## config.mk

```make
export PLATFORM = sky130hd
export DESIGN_NAME = float_normalize
export DESIGN_NICKNAME = d
export VERILOG_FILES = /design/src/rtl/float_normalize.sv
export SDC_FILE = /design/constraint.sdc
export NUM_CORES = 1
export LEC_CHECK = 0
export ABC_CLOCK_PERIOD_IN_PS = 6600
export CAP_MARGIN = 25
export CORE_MARGIN = 5
export CORE_UTILIZATION = 27
export DETAILED_ROUTE_END_ITERATION = 8
export GPL_ROUTABILITY_DRIVEN = 0
export GPL_TIMING_DRIVEN = 0
export PLACE_DENSITY = 0.42
export RECOVER_POWER = 100
export REMOVE_ABC_BUFFERS = 1
export SYNTH_ARGS = -nofsm -noshare
export SYNTH_HDL_FRONTEND = slang
export SYNTH_SLANG_ARGS = --single-unit
```

## constraint.sdc

```tcl
create_clock -name clk -period 6.6 [get_ports clk]
set_input_delay 0.66 -clock clk [delete_from_list [all_inputs] [get_ports clk]]
set_output_delay 0.66 -clock clk [all_outputs]
set_load 0.02 [all_outputs]
```

## src/rtl/float_normalize.sv

```systemverilog
`default_nettype none
// ============================================================================
// float_normalize : two-stage normaliser for adder/subtractor mantissa sums
// Revision        : 1.0
// ============================================================================
module float_normalize #(
    parameter int Nm = 23,
    parameter int Ne = 8
) (
    input  logic             clk,
    input  logic             reset_n,
    input  logic             in_valid,
    output logic             in_ready,
    input  logic [Nm+2:0]    in_sum,
    input  logic [Ne-1:0]    in_exp,
    output logic             out_valid,
    input  logic             out_ready,
    output logic [Ne+Nm:0]   out_float,
    output logic             out_ovf,
    output logic             out_unf
);

    localparam int PW = $clog2(Nm + 2);
    localparam int EW = Ne + 2;
    localparam logic signed [EW-1:0] c_exp_max = EW'(2 ** Ne - 2);
    localparam logic signed [EW-1:0] c_exp_min = EW'(1);

    logic                   r_v1;
    logic                   r_sign1;
    logic [Nm+1:0]          r_mag1;
    logic [PW-1:0]          r_p1;
    logic [Ne-1:0]          r_exp1;
    logic                   r_v2;
    logic [Ne+Nm:0]         r_float;
    logic                   r_ovf;
    logic                   r_unf;

    logic                   w_s1_adv;
    logic                   w_s2_adv;
    logic                   w_sign;
    logic [Nm+1:0]          w_mag;
    logic [PW-1:0]          w_p;
    logic [PW-1:0]          w_sh;
    logic [Nm-1:0]          w_mant;
    logic signed [EW-1:0]   w_exp_new;
    logic [Ne+Nm:0]         w_float;
    logic                   w_ovf;
    logic                   w_unf;

    assign w_s2_adv  = !r_v2 || out_ready;
    assign w_s1_adv  = !r_v1 || w_s2_adv;
    assign in_ready  = w_s1_adv;
    assign out_valid = r_v2;
    assign out_float = r_float;
    assign out_ovf   = r_ovf;
    assign out_unf   = r_unf;

    // Stage 1: sign, magnitude and leading-one position
    assign w_sign = in_sum[Nm+2];
    assign w_mag  = (Nm + 2)'(w_sign ? -in_sum : in_sum);

    always_comb begin
        w_p = '0;
        for (int i = 0; i < Nm + 2; i++) begin
            if (w_mag[i]) begin
                w_p = PW'(i);
            end
        end
    end

    // Stage 2: shift, exponent adjust in a widened signed range, then clamp
    always_comb begin
        w_sh      = '0;
        w_mant    = '0;
        w_exp_new = '0;
        if (r_p1 == PW'(Nm + 1)) begin
            w_mant    = r_mag1[Nm:1];
            w_exp_new = EW'(r_exp1) + EW'(1);
        end else begin
            w_sh      = PW'(Nm) - r_p1;
            w_mant    = Nm'(r_mag1 << w_sh);
            w_exp_new = EW'(r_exp1) - EW'(w_sh);
        end
        w_float = {r_sign1, w_exp_new[Ne-1:0], w_mant};
        w_ovf   = 1'b0;
        w_unf   = 1'b0;
        if (r_mag1 == '0) begin
            w_float = '0;
        end else if (w_exp_new > c_exp_max) begin
            w_float = {r_sign1, c_exp_max[Ne-1:0], {Nm{1'b1}}};
            w_ovf   = 1'b1;
        end else if (w_exp_new < c_exp_min) begin
            w_float = '0;
            w_unf   = 1'b1;
        end
    end

    always_ff @(posedge clk or negedge reset_n) begin
        if (!reset_n) begin
            r_v1    <= 1'b0;
            r_sign1 <= 1'b0;
            r_mag1  <= '0;
            r_p1    <= '0;
            r_exp1  <= '0;
            r_v2    <= 1'b0;
            r_float <= '0;
            r_ovf   <= 1'b0;
            r_unf   <= 1'b0;
        end else begin
            if (w_s1_adv) begin
                r_v1 <= in_valid;
                if (in_valid) begin
                    r_sign1 <= w_sign;
                    r_mag1  <= w_mag;
                    r_p1    <= w_p;
                    r_exp1  <= in_exp;
                end
            end
            if (w_s2_adv) begin
                r_v2 <= r_v1;
                if (r_v1) begin
                    r_float <= w_float;
                    r_ovf   <= w_ovf;
                    r_unf   <= w_unf;
                end
            end
        end
    end

endmodule
`default_nettype wire

```

### Yosys cells after proc, flatten, opt, wreduce, memory -nomap -nowiden

Cells that the tools add are included.

| word-level totals | value |
|---|---|
| register bits after elaboration | 75 |
| bits of input ports | 38 |
| output and inout bits | 36 |
| logic and storage cells | 59 |

| cells by class | value |
|---|---|
| add/sub/neg operators | 4 |
| $lt $le $gt $ge | 2 |
| equality and inequality tests | 1 |
| shift-type cells | 1 |
| mux-type cells | 35 |
| reduce and logical (&&, ||, !) cells | 7 |

Operators with widths:

| operator | count |
|---|---|
| two-way mux 5 bit | 22 |
| two-way mux 32 bit | 3 |
| zero test 25 bit | 1 |
| two-way mux 25 bit | 1 |
| negator 25 bit | 1 |
| << shifter 25 x 5 -> 23 bit | 1 |
| two-way mux 23 bit | 1 |
| > comparator 10 x 9 -> 1 bit, second input constant | 1 |
| < comparator 10 x 2 -> 1 bit, second input constant | 1 |
| two-way mux 10 bit | 1 |
| adder 8 x 1 -> 9 bit, second input constant | 1 |
| subtractor 8 x 5 -> 9 bit | 1 |
| two-way mux 1 bit | 6 |
| == test 5 bit, second input constant | 1 |
| subtractor 5 bit, first input constant | 1 |
| AND reduction 2 bit | 2 |
| zero test 1 bit | 2 |
| logical OR 1 bit | 2 |
| two-way mux 2 bit | 1 |

### Longest topological paths before layout

Gate-level depths: netlist of run 1.

| logic depth | value |
|---|---|
| word-level depth | 26 |
| depth in mapped cells | 13 |
| gate-level depth less buffers | 10 |

### Worst setup path after synthesis of run 1

OpenSTA, ideal clock, no wires.

| path | value |
|---|---|
| kind | register to register |
| start | register r_p1[0] |
| end | register r_float[10], in the netlist out_float[10] |
| setup time | 0.146 ns |
| arrival time | 3.478 ns |
| required time | 6.454 ns |
| slack | 2.976 ns |
| stages on the path, launching flop included | 14 |
| buffers on the path | 3 |
| cells stage by stage | dfrtp_1 clkbuf_1 buf_1 inv_1 ha_1 fa_1 xnor2_1 a211oi_1 o221ai_1 a211oi_1 o2111ai_1 o21ai_1 clkbuf_1 o211ai_1 |

| between the ends | value |
|---|---|
| word-level cells in the longest chain between the ends | 7 |
| elaborated cells on any way between the ends | 11 |
| classes of those cells | add/sub (2); order compare (2); eq/ne (1); shift (1); mux (5) |

Ends and longest elaborated chain:

| element | line | source |
|---|---|---|
| start, declared | 31 | `logic [PW-1:0] r_p1;` |
| start signal, assigned | 115 | `r_p1 <= w_p;` |
| subtractor 5 bit | 80 | `w_sh = PW'(Nm) - r_p1;` |
| subtractor 8 x 5 -> 9 bit | 82 | `w_exp_new = EW'(r_exp1) - EW'(w_sh);` |
| two-way mux 10 bit | 76 | `if (r_p1 == PW'(Nm + 1)) begin` |
| < comparator 10 x 2 -> 1 bit | 92 | `end else if (w_exp_new < c_exp_min) begin` |
| two-way mux 32 bit | 92 |  |
| two-way mux 32 bit (*) | 89 | `end else if (w_exp_new > c_exp_max) begin` |
| two-way mux 32 bit (*) | 87 | `if (r_mag1 == '0) begin` |
| end signal, assigned | 122 | `r_float <= w_float;` |
| end, declared | 34 | `logic [Ne+Nm:0] r_float;` |

Every way passes the cells marked *; elsewhere a longest branch is shown, timed or not.
A chain may end at the register's enable or synchronous reset.

### Worst setup path in the final report of run 1

| path | value |
|---|---|
| start | register r_p1[1] |
| end | register r_float[16], in the netlist out_float[16] |

The elaborated chain is that of the path after synthesis.

==> impl_metrics.csv, run 1 <==
group,metric,value,unit
clock_network,cts_buffers,9,
worst_setup_path,r2r-start,"r_p1[1]",
die,die_h,158,microns
die,io-pin-count,74,
synth,synth_top_area_share,31.9,%
synth,synth_cells,681,
synth,synth-edff-count,0,
sta,slew_headroom,-46.0,%
clock_network,holdBufCountCts,0,
die,die_x,158,microns
outcome,outcome,"finished, violations left",
sta,rsz0062_at_grt,"no",
sta,fmax,204,MHz
clock_network,cts_tree,"yes",
die,dieArea,0.0248,sq mm
pwr,p_leak,2.81,nW
finish,mostFrequentLayoutCells,"nand2_1 (113), dfrtp_1 (75), o21ai_0 (46)",
finish,diodes,0,
sta,fin_setup_tns,0,ns
synth,yosysTopAreaCell,"dfrtp_1",
job,maxCapViolCount,2,
clock_network,cts_resized,0,
finish,area_growth,20.8,%
global_route,antenna_found_initial,0,
pwr,switching_share,39.0,%
sta,skew,0.00759,ns
synth,yosysUniqueCellTypes,75,
worst_setup_path,crit_type,"flop to flop",
finish,final_cells,1002,
synth,synth.yosys.seq_area_share,31.9,%
synth,synthArstFlopShare,100,%
synth,yosysWarnings,0,
synth,ys_ff_latch,75,
clock_network,clk_path_buf_depth,2,
pwr,powerDensity,286,mW/mm^2
clock_network,clock_sinks,75,
pwr,net-switching-power,0.791,mW
worst_setup_path,crit_path_end_kind,"flop",
die,row_count,54,
clock_network,postCtsSetupBuffers,0,
pwr,p_clk_share,24.7,%
worst_setup_path,startpoint_type,"flop",
routing,routed_via_density,5.52,
synth,ys.flop_type,"dfrtp_1",
synth,synth_area,0.00588,sq mm
worst_setup_path,worstPathRequired,6.76,ns
clock_network,clockRootBuffer,"clkbuf_16",
die,start_util,27.2,%
finish,finish.utilization,32.8,%
pwr,p_int,1.24,mW
global_route,grt_pass1_vias,5421,
synth,synth.avg_cell_area,8.63,sq um
outcome,violations,"capacitance limit, slew limit",
pwr,seqPwrFrac,34.1,%
finish,nets,763,
sta,post-route-period-util,74.3,%
synth,synthTopCellsByArea,"dfrtp_1 (32%), mux4_2 (7.3%), nand2_1 (7.2%), mux2i_1 (4.3%), o21ai_0 (3.8%)",
global_route,overflow,0,
worst_setup_path,cp.arrival,5.06,ns
clock_network,htree_levels,3,
min_path,hold_class,"flop to flop",
finish,fillers,2271,
worst_setup_path,cp-startpoint,"r_p1[1]",
finish,drive_above_1_share,7.34,%
routing,wl_per_cell,18.1,microns
global_route,grt_usage,14.7,%
min_path,holdCritStartpoint,"out_float[23]",
die,core,0.0216,sq mm
place,port_buffers,73,
routing,wirelength,18.1,mm
pwr,pwr-share-comb,41.2,%
global_route,grt_pass1_wl,29.4,mm
finish,final_common_cell,"nand2_1",
sta,min_period,4.90,ns
worst_setup_path,crit_fanout,25,
place,post-dp-hpwl,13.9,mm
global_route,grt_max_degree,52,
place,dp_cells,986,
sta,tightest_slew,2.19,ns
clock_network,clkTransAtPathRegs,0.06,ns
routing,drtAntennaViolNets,0,
routing,num_vias,5530,
sta,setup_viol,0,
sta,fin_hold_ws,0.472,ns
routing,drc_errors,0,
routing,dr.pass1.iters,6,
routing,drt_iter0_drc,415,
sta,maxSlewViolCount,78,
clock_network,clk_latency,0.34,ns
pwr,vdd_drop_max,0.137,mV
sta,finalHoldViolations,0,
==> final cells by class <==
type                       count  area [sq um]  share of cell area (%)
multi-input combinational    535          3670                    51.6
sequential                    75          1880                    26.4
timing repair buffer          80           846                    11.9
tap                          280           350                    4.93
clock buffer                   9           225                    3.17
clock inverter                 7          76.3                    1.07
inverter                      16          60.1                   0.846
==> path summary, 6_finish.rpt <==
path,end,slack (ns),cells after the start
min reg2reg,out_float[23],0.47,2
max reg2reg,out_float[16],1.70,10
max,out_float[16],1.70,10
min in group asynchronous,r_v1,0.81,1
min,out_float[23],0.47,2
max in group asynchronous,out_float[23],2.95,2
==> flip-flops by register name, summed over array words and instances (netlist names) <==
signal and cells:
r_sign1 1, r_v1 1, out_ovf 1, out_float 32, r_exp1 8, r_mag1 25
out_valid 1, out_unf 1, r_p1 5
==> per-layer routing <==
layer | up-vias | global-route usage [%] | routed length (microns)
met5 | - | 0 | 0
met4 | 0 | 4.59 | 280
met3 | 22 | 1.98 | 810
met2 | 152 | 23.2 | 8510
met1 | 2694 | 21.0 | 8530
li1 | 2662 | - | -
==> cells in the mapped netlist, types with 8 or more instances <==
cell      instances
a31oi_1           8
a21oi_1          26
a22oi_1          11
nor3_1           13
nor2_1           38
mux2i_1          25
nand2_1         113
inv_1            15
mux4_2           19
nand3_1          12
o31ai_1           8
a211oi_1         10
clkbuf_1         42
o211ai_1         29
xnor2_1          18
dfrtp_1          75
a221oi_1         10
xor2_1           14
nand2b_1         10
o21ai_0          45
nor4_1           18
==> kinds of logic (layout without fill, tap and decap cells) <==
group	Yosys count	after routing	synth area share, %
DFF	75	75	31.9
AOI/OAI and AO/OA	199	199	23.4
muxes	48	48	12.3
adders and majority gates	8	8	1.83
buffers and inverters	71	112	5.30
xor gates and xnor gates	32	32	4.77
and+or+nand+nor	248	248	20.4
==> critical path: stages, from the launching register on <==
cell	delay, ns
dfrtp_1	1.01
inv_1	0.52
fa_1	0.59
nor2b_1	0.20
o311a_1	0.22
o41ai_1	0.13
xor2_1	0.19
and4_1	0.21
a32oi_1	0.71
clkbuf_1	0.77
o211ai_1	0.18
==> power by group through the flow <==
stage                     registers (mW)  logic [mW]  clock network [mW]
final                              0.692       0.837               0.502
after detailed placement           0.704       0.875                   0
after global placement             0.705       0.835                   0
after global routing               0.713       0.917               0.535
after floorplan                    0.746       0.453                   0
after CTS                          0.696       0.878               0.517
==> metrics by stage <==
| step | instance area (sq um) | setup slack, ns | total power, mW |
|---|---|---|---|
| 3_3_place_gp | 6710 | 0.616 | 1.54 |
| 2_1_floorplan | 5630 | 2.19 | 1.20 |
| 5_1_grt | 7100 | 1.18 | 2.17 |
| 3_5_place_dp | 6880 | 2.02 | 1.58 |
| 4_1_cts | 7180 | 2.35 | 2.09 |
| 6_report | 7100 | 1.70 | 2.03 |
(Power assumes the default switching activity.)
==> inputs of run 2 (changes only) <==
--- a/config.mk
+++ b/config.mk
@@ -5,7 +5,7 @@
 export SDC_FILE = /design/constraint.sdc
 export NUM_CORES = 1
 export LEC_CHECK = 0
-export ABC_CLOCK_PERIOD_IN_PS = 6600
+export ABC_CLOCK_PERIOD_IN_PS = 4600
 export CAP_MARGIN = 25
 export CORE_MARGIN = 5
 export CORE_UTILIZATION = 27
==> constraint.sdc (replaced) <==
create_clock -name clk -period 4.6 [get_ports clk]
set_input_delay 0.46 -clock clk [delete_from_list [all_inputs] [get_ports clk]]
set_output_delay 0.46 -clock clk [all_outputs]
set_load 0.02 [all_outputs]
==> run 2 against run 1 <==
Effect of this change:
- the run still ends with capacitance limit, slew limit left
- die area did not move
- flip-flop and latch count did not move
- combinational power is 45% higher
- critical endpoint is now r_p1[0]
- largest cell class unchanged
==> impl_metrics.csv, run 2 (synthesis gave the netlist of run 1 again) <==
group,metric,value,unit
finish,mostFrequentLayoutCells,"nand2_1 (113), dfrtp_1 (75), o21ai_0 (45)",
outcome,outcome,"finished, violations left",
sta,maxSlewViolCount,36,
pwr,powerDensity,408,mW/mm^2
routing,drt_iter0_drc,415,
job,maxCapViolCount,1,
place,post-dp-hpwl,13.9,mm
sta,slew_headroom,-29.8,%
die,core,0.0216,sq mm
die,dieArea,0.0248,sq mm
global_route,antenna_found_initial,0,
place,port_buffers,73,
worst_setup_path,worstPathRequired,4.80,ns
worst_setup_path,timing.rr.end,"out_float[16]",
clock_network,cts_buffers,9,
clock_network,postCtsSetupBuffers,0,
die,die_x,158,microns
pwr,vdd_drop_max,0.198,mV
sta,setup_viol,0,
outcome,violations,"capacitance limit, slew limit",
pwr,pwr-share-comb,41.3,%
finish,largest_reg_flops,32,
global_route,overflow,0,
sta,rsz0062_at_grt,"no",
clock_network,clock_sinks,75,
global_route,grt_max_degree,52,
finish,diodes,0,
sta,post-route-period-util,90.3,%
routing,drtAntennaViolNets,0,
clock_network,clk_path_buf_depth,2,
min_path,holdCritStartpoint,"out_float[23]",
pwr,p_clk_share,24.7,%
clock_network,clkTransAtPathRegs,0.06,ns
finish,fillers,2260,
finish,multiInputGateArea,0.00369,sq mm
pwr,p_leak,2.84,nW
sta,fmax,241,MHz
worst_setup_path,r2r-start,"r_p1[1]",
pwr,p_int,1.78,mW
clock_network,clockRootBuffer,"clkbuf_16",
routing,drc_errors,0,
worst_setup_path,rr_worst_depth,10,
pwr,seqPwrFrac,34.0,%
die,io-pin-count,74,
routing,dr.pass1.iters,5,
worst_setup_path,cp.arrival,4.35,ns
clock_network,cts_resized,0,
clock_network,holdBufCountCts,0,
finish,ff_latch_area,0.00188,sq mm
sta,setup_ws,0.446,ns
finish,area_growth,21.9,%
die,die_h,158,microns
worst_setup_path,crit_path_end_kind,"flop",
worst_setup_path,startpoint_type,"primary input",
finish,final_common_cell,"nand2_1",
sta,min_period,4.15,ns
place,dp_cells,986,
global_route,grt_pass1_wl,29.4,mm
clock_network,clk_latency,0.34,ns
worst_setup_path,regToRegSetupSlack,0.57,ns
finish,drive_above_1_share,8.45,%
routing,wl_per_cell,18.1,microns
die,row_count,54,
worst_setup_path,crit_type,"primary input to flop",
min_path,hold_class,"flop to flop",
sta,skew,0.00949,ns
routing,routed_via_density,5.51,
global_route,grt_pass1_vias,5421,
finish,nets,763,
routing,num_vias,5524,
pwr,switching_share,39.0,%
clock_network,cts_tree,"yes",
finish,final_cells,1002,
sta,finalHoldViolations,0,
clock_network,htree_levels,3,
sta,tightest_slew,1.95,ns
die,start_util,27.2,%
worst_setup_path,crit_fanout,8,
global_route,grt_usage,14.7,%
min_path,worstHoldEndpoint,"out_float[23]",
pwr,net-switching-power,1.14,mW
place,pre_cts_slack,0.218,ns
routing,wirelength,18.1,mm
min_path,hold_depth,2,
[run 2: worst max-delay path by stage]
stage	from	end	slack (ns)
finish	in_sum[0]	r_p1[0]	0.45
global route	in_sum[0]	r_p1[1]	0.22
CTS	r_p1[1]	out_float[16]	0.55
detailed placement	in_sum[0]	r_p1[1]	0.22
global placement	r_p1[0]	out_float[1]	-1.38
floorplan	r_p1[0]	out_float[0]	0.19
[run 2: power by group through the flow]
stage               registers [mW]  logic [mW]  clock network (mW)
global route                  1.02        1.33               0.768
floorplan                     1.07       0.650                   0
finish                       0.993        1.21               0.723
CTS                          0.999        1.26               0.741
global placement              1.01        1.20                   0
detailed placement            1.01        1.26                   0
[run 2: critical path, cell delays in order]
cell and delay [ns]:
dlygate4sd3_1 0.63, inv_1 0.16, ha_1 0.29, or3b_2 0.54, nor3_1 0.76, a41oi_1 0.41
mux2i_1 0.68, nor3b_1 0.13, a41oi_1 0.20, o31ai_1 0.09
[run 2: routing by layer]
layer  wire length (microns)  part of all wire (%)  up-vias  global-route usage, %
li1                        -                     -     2660                      -
met1                    8570                    47     2694                   21.0
met4                     313                   1.7        0                   4.59
met3                     702                   3.9       24                   1.98
met5                       0                     0        -                      0
met2                    8560                    47      146                   23.2
[run 2: area by class of cell]
cell class | count | area share [%]
clock inverter | 7 | 1.06
inverter | 16 | 0.838
tap | 280 | 4.89
timing repair buffer | 80 | 12.3
multi-input combinational | 535 | 51.5
sequential | 75 | 26.2
clock buffer | 9 | 3.14
[run 2: stage by stage]
| step | hold WS, ns | power (mW) | setup TNS (ns) | util, % | area, sq um |
|---|---|---|---|---|---|
| after global routing | 0.519 | 3.12 | 0 | 33.1 | 7170 |
| after CTS | 0.0779 | 3.00 | 0 | 33.2 | 7180 |
| after global placement | 0.465 | 2.21 | -42.95 | 31.0 | 6710 |
| after detailed placement | 0.449 | 2.27 | 0 | 31.8 | 6880 |
| final | 0.473 | 2.92 | 0 | 33.1 | 7170 |
| after floorplan | 0.164 | 1.72 | 0 | - | 5630 |
==> inputs of run 3 (changes only) <==
--- a/config.mk
+++ b/config.mk
@@ -7,6 +7,7 @@
 export LEC_CHECK = 0
 export ABC_CLOCK_PERIOD_IN_PS = 4600
 export CAP_MARGIN = 25
+export CORE_ASPECT_RATIO = 2
 export CORE_MARGIN = 5
 export CORE_UTILIZATION = 27
 export DETAILED_ROUTE_END_ITERATION = 8
@@ -18,3 +19,4 @@
 export SYNTH_ARGS = -nofsm -noshare
 export SYNTH_HDL_FRONTEND = slang
 export SYNTH_SLANG_ARGS = --single-unit
+export TNS_END_PERCENT = 10
==> run 3 against run 2 <==
Effect of this change:
- the run still ends with capacitance limit, slew limit left
- power increased by 4.3%
- flip-flop and latch count unchanged
- fmax decreased by 4.9%
- combinational power about the same
- highest routed layer unchanged
- first-iteration DRC count decreased by 35%
- non-clock buffer count unchanged
- via count decreased by 1.4%
==> impl_metrics.csv, run 3 (synthesis gave the netlist of run 1 again) <==
group,metric,value,unit
min_path,holdCritStartpoint,"out_ovf",
global_route,overflow,0,
global_route,grt_pass1_wl,29.8,mm
clock_network,clockRootBuffer,"clkbuf_16",
clock_network,clkTransAtPathRegs,0.06,ns
die,start_util,27.4,%
sta,post-route-period-util,94.9,%
clock_network,holdBufCountCts,0,
finish,largest_reg_flops,32,
clock_network,cts_resized,0,
clock_network,postCtsSetupBuffers,0,
finish,drive_above_1_share,8.17,%
worst_setup_path,critPathMaxStageDelay,0.88,ns
finish,stdcell_area,0.00717,sq mm
finish,mostFrequentLayoutCells,"nand2_1 (113), dfrtp_1 (75), o21ai_0 (45)",
routing,drtAntennaViolNets,0,
sta,skew,0.00916,ns
worst_setup_path,startpoint_type,"primary input",
routing,routed_via_density,5.47,
sta,finalHoldViolations,0,
global_route,grt_pass1_vias,5542,
clock_network,clk_path_buf_depth,2,
worst_setup_path,r2r-start,"r_p1[1]",
worst_setup_path,crit_fanout,9,
place,placed_cell_area,0.00686,sq mm
sta,fin_setup_tns,0,ns
sta,maxSlewViolCount,130,
finish,nets,763,
finish,final_common_cell,"nand2_1",
sta,min_period,4.37,ns
worst_setup_path,cp_cell_sequence,"dlygate4sd3_1, inv_1, ha_1, nor3b_1, nand4_1, or4_1, a21oi_1, a21oi_1, or4b_4, a221oi_2",
global_route,antenna_found_initial,0,
pwr,p_leak,2.85,nW
sta,slew_headroom,-50.4,%
die,die_h,219,microns
worst_setup_path,crit_type,"primary input to flop",
clock_network,clk_latency,0.35,ns
die,dieArea,0.0250,sq mm
sta,fmax,229,MHz
routing,drt_iter0_drc,269,
routing,dr.pass1.iters,4,
routing,wl_per_cell,18.7,microns
routing,drc_errors,0,
worst_setup_path,crit_path_top_delay_cell,"nor3b_1",
job,maxCapViolCount,3,
worst_setup_path,crit_path_end_kind,"flop",
routing,num_vias,5445,
die,io-pin-count,74,
clock_network,clock_sinks,75,
die,die_x,114,microns
worst_setup_path,worstPathRequired,4.85,ns
outcome,outcome,"finished, violations left",
pwr,vdd_drop_max,0.233,mV
finish,multiInputGateArea,0.00369,sq mm
finish,diodes,0,
global_route,grt_max_degree,52,
die,row_count,76,
worst_setup_path,cp-startpoint,"in_sum[1]",
finish,area_growth,22.1,%
sta,tightest_slew,2.26,ns
worst_setup_path,crit_top_cell,"a21oi_1",
finish,ff_latch_area,0.00188,sq mm
routing,wirelength,18.7,mm
pwr,powerDensity,425,mW/mm^2
place,port_buffers,73,
clock_network,htree_levels,3,
sta,setup_viol,0,
worst_setup_path,cp.arrival,4.61,ns
finish,fillers,2326,
outcome,violations,"capacitance limit, slew limit",
sta,rsz0062_at_grt,"no",
place,post-dp-hpwl,14.8,mm
global_route,grt_usage,15.1,%
worst_setup_path,regToRegSetupSlack,0.31,ns
clock_network,cts_tree,"yes",
min_path,hold_class,"flop to flop",
die,core,0.0215,sq mm
clock_network,cts_buffers,9,
[run 3: layer usage]
layer / global-route usage (%) / wire, microns / vias up
li1: - / - / 2657
met1: 15.6 / 6930 / 2640
met2: 29.3 / 10700 / 128
met3: 2.72 / 617 / 20
met4: 5.83 / 411 / 0
met5: 0 / 0 / -
[run 3: layout make-up]
class / instances / share of cell area, %
clock buffers: 9 / 3.14
flip-flops and latches: 75 / 26.2
multi-input cells: 535 / 51.4
repair buffers: 80 / 11.7
inverters: 16 / 0.837
clock inverters: 7 / 1.95
well taps: 273 / 4.76
[run 3: worst max-delay path: cells and delay by family]
| kind | cells | cell delay [ns] |
|---|---|---|
| and+or+nand+nor | 4 | 2.60 |
| adders and majority gates | 1 | 0.25 |
| AOI/OAI and AO/OA | 3 | 0.52 |
| buffers and inverters | 2 | 0.77 |
[run 3: worst paths after layout]
check / to / cells past startpoint
setup reg to reg: out_float[14] / 10
hold reg to reg: out_ovf / 2
hold / removal: out_ovf / 2
setup / recovery: r_p1[3] / 10
max in group asynchronous: out_float[4] / 2
min in group asynchronous: r_v1 / 1
[run 3: stage by stage]
stage / hold WS (ns) / instances / utilization, % / total power, mW / setup slack, ns
finish: 0.473 / 995 / 33.4 / 3.05 / 0.233
global route: 0.497 / 995 / 33.4 / 3.25 / 0.0990
CTS: 0.0528 / 995 / 33.6 / 3.13 / 0.343
detailed placement: 0.440 / 979 / 31.9 / 2.26 / -0.0463
global placement: 0.461 / 972 / 31.2 / 2.21 / -1.62
floorplan: 0.164 / 626 / - / 1.72 / 0.194
[run 3: power breakdown]
group / internal (mW) / switching, mW / total [mW]
Clock: 0.583 / 0.282 / 0.865
Combinational: 0.549 / 0.657 / 1.21
Sequential: 0.806 / 0.175 / 0.981
Total: 1.94 / 1.11 / 3.05
